<file path="src/rtl/pipe_cla_adder.sv">
// rtl/pipe_cla_adder.sv - Pipelined carry-lookahead adder/subtractor, one GRP-bit group per stage
// Operands not yet consumed ride down the pipe with their transaction, shrinking by GRP bits per stage.
module pipe_cla_adder #(
  parameter int WIDTH = 16,
  parameter int GRP   = 4
) (
  input  logic             clk,
  input  logic             rst_n,
  input  logic             in_valid,
  output logic             in_ready,
  input  logic [WIDTH-1:0] A,
  input  logic [WIDTH-1:0] B,
  input  logic             c_i,
  input  logic             sub,
  output logic             out_valid,
  input  logic             out_ready,
  output logic [WIDTH-1:0] Sum,
  output logic             c_o,
  output logic             ovf
);

  localparam int STAGES = WIDTH / GRP;

  logic             adv;
  logic [WIDTH-1:0] b_eff;
  logic             c_eff;

  assign in_ready = !(out_valid && !out_ready);
  assign adv      = in_ready;
  assign b_eff    = sub ? ~B : B;
  assign c_eff    = sub | c_i;

  // Returns {carry_out, sum} of one group using fully expanded lookahead carries.
  function automatic logic [GRP:0] cla(input logic [GRP-1:0] a, input logic [GRP-1:0] b,
                                       input logic cin);
    logic [GRP-1:0] g;
    logic [GRP-1:0] p;
    logic [GRP:0]   c;
    logic           term;
    logic           pp;
    g    = a & b;
    p    = a ^ b;
    c    = '0;
    c[0] = cin;
    for (int i = 0; i < GRP; i++) begin
      term = g[i];
      pp   = p[i];
      for (int j = i - 1; j >= 0; j--) begin
        term = term | (pp & g[j]);
        pp   = pp & p[j];
      end
      c[i+1] = term | (pp & cin);
    end
    return {c[GRP], p ^ c[GRP-1:0]};
  endfunction

  for (genvar k = 0; k < STAGES; k++) begin : g_stage
    localparam int INW = WIDTH - k * GRP;
    localparam int REM = INW - GRP;

    logic [INW-1:0]         in_a;
    logic [INW-1:0]         in_b;
    logic                   in_c;
    logic                   in_v;
    logic                   in_sa;
    logic                   in_sb;
    logic [GRP:0]           grp_res;
    logic                   v_q;
    logic                   c_q;
    logic [(k+1)*GRP-1:0]   s_q;
    logic [(k+1)*GRP-1:0]   s_d;

    if (k == 0) begin : g_src
      assign in_a  = A;
      assign in_b  = b_eff;
      assign in_c  = c_eff;
      assign in_v  = in_valid;
      assign in_sa = A[WIDTH-1];
      assign in_sb = b_eff[WIDTH-1];
      assign s_d   = grp_res[GRP-1:0];
    end else begin : g_src
      assign in_a  = g_stage[k-1].g_rem.ra_q;
      assign in_b  = g_stage[k-1].g_rem.rb_q;
      assign in_c  = g_stage[k-1].c_q;
      assign in_v  = g_stage[k-1].v_q;
      assign in_sa = g_stage[k-1].g_rem.sa_q;
      assign in_sb = g_stage[k-1].g_rem.sb_q;
      assign s_d   = {grp_res[GRP-1:0], g_stage[k-1].s_q};
    end

    assign grp_res = cla(in_a[GRP-1:0], in_b[GRP-1:0], in_c);

    always_ff @(posedge clk or negedge rst_n) begin
      if (!rst_n) begin
        v_q <= 1'b0;
        c_q <= 1'b0;
        s_q <= '0;
      end else if (adv) begin
        v_q <= in_v;
        c_q <= grp_res[GRP];
        s_q <= s_d;
      end
    end

    if (REM > 0) begin : g_rem
      logic [REM-1:0] ra_q;
      logic [REM-1:0] rb_q;
      logic           sa_q;
      logic           sb_q;

      always_ff @(posedge clk or negedge rst_n) begin
        if (!rst_n) begin
          ra_q <= '0;
          rb_q <= '0;
          sa_q <= 1'b0;
          sb_q <= 1'b0;
        end else if (adv) begin
          ra_q <= in_a[INW-1:GRP];
          rb_q <= in_b[INW-1:GRP];
          sa_q <= in_sa;
          sb_q <= in_sb;
        end
      end
    end else begin : g_last
      logic ovf_q;

      always_ff @(posedge clk or negedge rst_n) begin
        if (!rst_n) begin
          ovf_q <= 1'b0;
        end else if (adv) begin
          ovf_q <= (in_sa == in_sb) && (grp_res[GRP-1] != in_sa);
        end
      end
    end
  end

  assign out_valid = g_stage[STAGES-1].v_q;
  assign Sum       = g_stage[STAGES-1].s_q;
  assign c_o       = g_stage[STAGES-1].c_q;
  assign ovf       = g_stage[STAGES-1].g_last.ovf_q;

endmodule
</file>
<file path="config.mk">
export PLATFORM = sky130hd
export DESIGN_NAME = pipe_cla_adder
export DESIGN_NICKNAME = d
export VERILOG_FILES = /design/src/rtl/pipe_cla_adder.sv
export SDC_FILE = /design/constraint.sdc
export NUM_CORES = 1
export LEC_CHECK = 0
export CAP_MARGIN = 20
export CORE_UTILIZATION = 49
export DETAILED_ROUTE_END_ITERATION = 12
export MAX_ROUTING_LAYER = met4
export PLACE_DENSITY = 0.86
export SLEW_MARGIN = 40
export SYNTH_ARGS = -nofsm -noshare
export SYNTH_HDL_FRONTEND = slang
export SYNTH_SLANG_ARGS = --single-unit
</file>
<file path="constraint.sdc">
create_clock -name clk -period 1.75 [get_ports clk]
set_clock_uncertainty 0.2 [all_clocks]
set_input_delay 0.175 -clock clk [delete_from_list [all_inputs] [get_ports clk]]
set_output_delay 0.175 -clock clk [all_outputs]
set_load 0.02 [all_outputs]
</file>
* Word level (Yosys, flattened, before mapping)
Cells that the tools add are included.
** Word-level totals
- Input port bits :: 38
- Output and inout port bits :: 20
- Flip-flop bits (word level) :: 103
** Operators by class
- Equal/unequal tests :: 2
- Bitwise logic cells :: 118
- Reductions and logical operators :: 4
- Muxes and demuxes :: 1
** Operators by type and width (count)
- AND 1 bit :: 64
- bitwise OR 1 bit :: 41
- bitwise XOR 4 bit :: 8
- AND 4 bit :: 4
- two-way mux 16 bit :: 1
- inverter 16 bit :: 1
- logical AND 1 bit :: 2
- zero test 1 bit :: 2
- == test 1 bit :: 1
- != test 1 bit :: 1

* Logic depth before layout (Yosys ltp)
- Depth in word-level cells :: 8
- Gate-level depth with buffers :: 8

* Worst setup path before layout
No wires, ideal clock.
- Kind :: input port to flip-flop
- From :: input sub
- To :: register g_stage[0].s_q[3]
- Slack :: -0.164 ns
- Required time :: 1.458 ns
- Library setup time :: 0.092 ns
- Arrival :: 1.622 ns
- Stages :: 8
- Path through :: buf_6 -> buf_4 -> xor2_1 -> ha_1 -> a21oi_1 -> a21boi_2 -> o21a_1 -> o31ai_2
** Between the ends
- Word-level cells in the longest chain between the ends :: 7
- Elaborated cells between the ends (all ways) :: 13
- Classes of those cells :: 1 x mux; 12 x bitwise
** Ends and longest elaborated chain
- start, declared :: RTL line 14 : input logic sub,
- two-way mux 16 bit :: RTL line 30 : assign b_eff = sub ? ~B : B;
- bitwise XOR 4 bit or AND 4 bit (tied branches) :: RTL line 42, 41
- AND 1 bit (on tied branches) :: RTL line 49, 50
- bitwise OR 1 bit (tied with other cells) :: RTL line 49 : term = term | (pp & g[j]);
- bitwise OR 1 bit or AND 1 bit (tied branches) :: RTL line 49, 52
- bitwise OR 1 bit :: RTL line 52 : c[i+1] = term | (pp & cin);
- bitwise XOR 4 bit * :: RTL line 54 : return {c[GRP], p ^ c[GRP-1:0]};
- end signal, assigned :: RTL line 97 : s_q <= '0;
- end signal, assigned :: RTL line 101 : s_q <= s_d;
- end, declared :: RTL line 70 : logic [(k+1)*GRP-1:0] s_q;
Mark *: on every way between the ends. The rest lies on a longest branch, timed or not.
A chain may end at the register's enable or synchronous reset.

* Final worst setup path
- From :: register g_stage[2].g_rem.ra_q[0]
- To :: register g_stage[3].g_last.ovf_q (netlist: ovf)
** Between the ends
- Word-level cells in the longest chain between the ends :: 7
- Elaborated cells between the ends (all ways) :: 10
- Classes of those cells :: 1 x eq/ne; 8 x bitwise; 1 x reduce/logical
** Ends and longest elaborated chain
- start, declared :: RTL line 106 : logic [REM-1:0] ra_q;
- start signal, assigned :: RTL line 118 : ra_q <= in_a[INW-1:GRP];
- AND 4 bit or bitwise XOR 4 bit (tied branches) :: RTL line 41, 42
- AND 1 bit (on tied branches) :: RTL line 49, 50
- bitwise OR 1 bit or AND 1 bit (tied branches) :: RTL line 49, 52
- bitwise OR 1 bit * :: RTL line 52
- bitwise XOR 4 bit * :: RTL line 54
- != test 1 bit * :: RTL line 131 : ovf_q <= (in_sa == in_sb) && (grp_res[GRP-1] != in_sa);
- logical AND 1 bit * :: RTL line 131
- end signal, assigned :: RTL line 131
- end, declared :: RTL line 125 : logic ovf_q;
Marked as above.

==> impl_metrics.json <==
{
  "hold_slack_ps": 91.7,
  "internal_power_mw": 5.80,
  "vias": 3209,
  "fillCellCount": 672,
  "slew_headroom_pct": 69.5,
  "rsz0062_at_grt": "yes",
  "track_usage_pct": 20.6,
  "ys_ff_latch": 97,
  "finalCritPeriodShare_pct": 101,
  "cts_tree": "yes",
  "nNetsFinal": 589,
  "grt_pass1_wl_mm": 13.8,
  "final_cells": 640,
  "power_switching_mw": 3.39,
  "tightestPinTransition_ps": 457,
  "post_dp_cell_area_um2": 5140,
  "postSynthCellCount": 455,
  "antenna_found_initial": 0,
  "yosysMostFrequentCell": "nand2_1",
  "cts_made_buffers": 9,
  "synth_top_area_share_pct": 56.8,
  "rows": 33,
  "required_ps": 1830,
  "p_leak_nw": 2.72,
  "crit_arrival_ps": 1840,
  "die_height_um": 95.4,
  "combPwrFrac_pct": 43.5,
  "first_iter_violations": 138,
  "multi_input_area_um2": 1780,
  "synth_warnings": 0,
  "gp_congestion": 0.786,
  "port_buffers": 57,
  "ys_top_cells_by_area": "dfrtp_1, nand2_1, ha_1, xnor2_1, o21ai_0",
  "grt_pass1_vias": 3175,
  "syn_to_final_growth_pct": 27.2,
  "critPathKind": "reg2reg",
  "setup_violations": 1,
  "start_kind": "flip-flop",
  "synth_area_um2": 4270,
  "wl_per_cell_um": 12.9,
  "violations": "negative setup slack",
  "clockBufferDepth": 2,
  "powerDensity_nw_per_um2": 1690,
  "path_max_fanout": 3,
  "yosysSeqAreaShare_pct": 56.8,
  "grt_start_max_net_pins": 38,
  "worst_setup_path_end_kind": "flip-flop",
  "synthDistinctLibCells": 28,
  "max-cap-violations": 0,
  "min_period_ps": 1770,
  "io_pins": 58,
  "die_w_um": 95.4,
  "swShare_pct": 36.9,
  "cts_root_buffer": "clkbuf_8",
  "synth_ff_type": "dfrtp_1",
  "wirelength_mm": 8.24,
  "outcome": "complete, but fails checks",
  "cts.sinks": 97,
  "async_flop_share_pct": 100,
  "clk_latency_ps": 370,
  "pwr-share-seq_pct": 41.4,
  "vias_per_cell": 5.01,
  "dp.cells": 620,
  "htreeDepth": 3,
  "hold_violations": 0,
  "hold_path_class": "in2async",
  "dp_hpwl_mm": 5.92,
  "drive_above_1_share_pct": 11.2,
  "die-area_um2": 9100,
  "drc": 0,
  "avgSynthCellArea_um2": 9.39,
  "ff_latch_area_um2": 2430,
  "fin_ws_ps": -17.4,
  "final_antenna_net_count": 0,
  "fin_area_um2": 5440,
  "overflow": 0,
  "coreArea_um2": 8340,
  "initial_core_util_pct": 51.2,
  "drt-pass1-iter-count": 4,
  "synth_fp_nets": 513,
  "max_freq_mhz": 566,
  "diodes": 0,
  "synthTopCellsByCount": "nand2_1, dfrtp_1, o21ai_0",
  "slew_viol_final": 0,
  "synth_edf_count": 0,
  "clkPwrFrac_pct": 15.1,
  "path_clk_slew_ps": 90,
  "ir_drop_uv": 651,
  "synth_top_area_cell": "dfrtp_1"
}
[what timing repair did]
item / in CTS / in global routing
hold endpoints to repair: 97 / 0
cloned: 0 / 0
gates resized for setup: 6 / 15
setup endpoints to repair: 8 / 16
setup buffers: 0 / 4
hold buffers: 1 / 0
pin swaps: 3 / 8
[final cells by class]
type / count / area share [%]
Sequential cell: 97 / 44.6
Multi-Input combinational cell: 329 / 32.7
Timing Repair Buffer: 88 / 16.4
Tap cell: 105 / 2.42
Clock buffer: 9 / 2.28
Clock inverter: 6 / 1.10
Inverter: 6 / 0.437
[per-stage QoR]
stage          TNS [ps]  worst slack [ps]  utilization, %  power [mW]
5_1_grt            -116             -65.7            65.2        9.91
3_3_place_gp      -1360              -367            61.7        7.32
6_report          -17.4             -17.4            65.2        9.19
3_5_place_dp      -2260              -459            61.7        7.56
4_1_cts           -62.7             -62.7            64.1        9.00
2_1_floorplan      -142             -81.5               -        6.09
[placed cells by master (no fill, tap or decap), types with 6 or more instances in the layout]
| master | count |
|---|---|
| a21oi_1 | 7 |
| buf_12 | 6 |
| buf_4 | 25 |
| clkbuf_8 | 9 |
| clkdlybuf4s50_1 | 47 |
| dfrtp_1 | 97 |
| dlymetal6s2s_1 | 7 |
| ha_1 | 15 |
| nand2_1 | 217 |
| nor2_1 | 6 |
| o21ai_0 | 27 |
| xnor2_1 | 18 |
| xor2_1 | 6 |
[registers in the layout (all words and copies together) (netlist names)]
name	flops
out_valid	1
c_o	1
Sum	16
g_stage.s_q	24
g_stage.g_rem.rb_q	24
ovf	1
g_stage.v_q	3
g_stage.c_q	3
g_stage.g_rem.ra_q	24
[logic make-up (layout without fill, tap and decap cells)]
logic type | count (synthesis) | in the layout | share of synthesized area (%)
xor gates and xnor gates | 24 | 24 | 4.92
and+or+nand+nor | 227 | 227 | 20.1
AOI/OAI and AO/OA | 58 | 58 | 8.40
adders and majority gates | 20 | 20 | 6.56
buffers and inverters | 29 | 109 | 3.19
DFF | 97 | 97 | 56.8
[worst max-delay path, cell delays in order, from the launching register on]
cell and delay (ps):
dfrtp_1 420, ha_4 270, a211oi_4 300, o21bai_4 140
xnor2_1 140, o31ai_1 210
[layer usage]
metal / vias to the layer above / track usage (%) / wire length, um
li1: 1592 / - / -
met5: - / - / 0
met3: 10 / 3.11 / 255
met2: 61 / 36.5 / 4460
met4: 0 / 9.20 / 142
met1: 1546 / 23.0 / 3380
[path summary, 6_finish.rpt]
path	startpoint	to	slack, ps	depth (start not counted)
setup / recovery	g_stage[2].g_rem.ra_q[0]	ovf	-20	5
hold / removal	rst_n	g_stage[0].s_q[0]	90	2
setup reg to reg	g_stage[2].g_rem.ra_q[0]	ovf	-20	5
hold reg to reg	g_stage[2].v_q	g_stage[2].v_q	270	2
max in group asynchronous	rst_n	g_stage[1].s_q[5]	660	3
min in group clk	A[15]	g_stage[0].g_rem.ra_q[11]	130	3
[power groups by stage]
stage               Sequential [mW]  Clock (mW)  Combinational [mW]
finish                         3.80        1.38                4.00
global route                   3.93        1.50                4.48
CTS                            3.80        1.41                3.79
detailed placement             3.83           0                3.73
global placement               3.77           0                3.55
floorplan                      3.97           0                2.12
(Power assumes the default switching activity.)
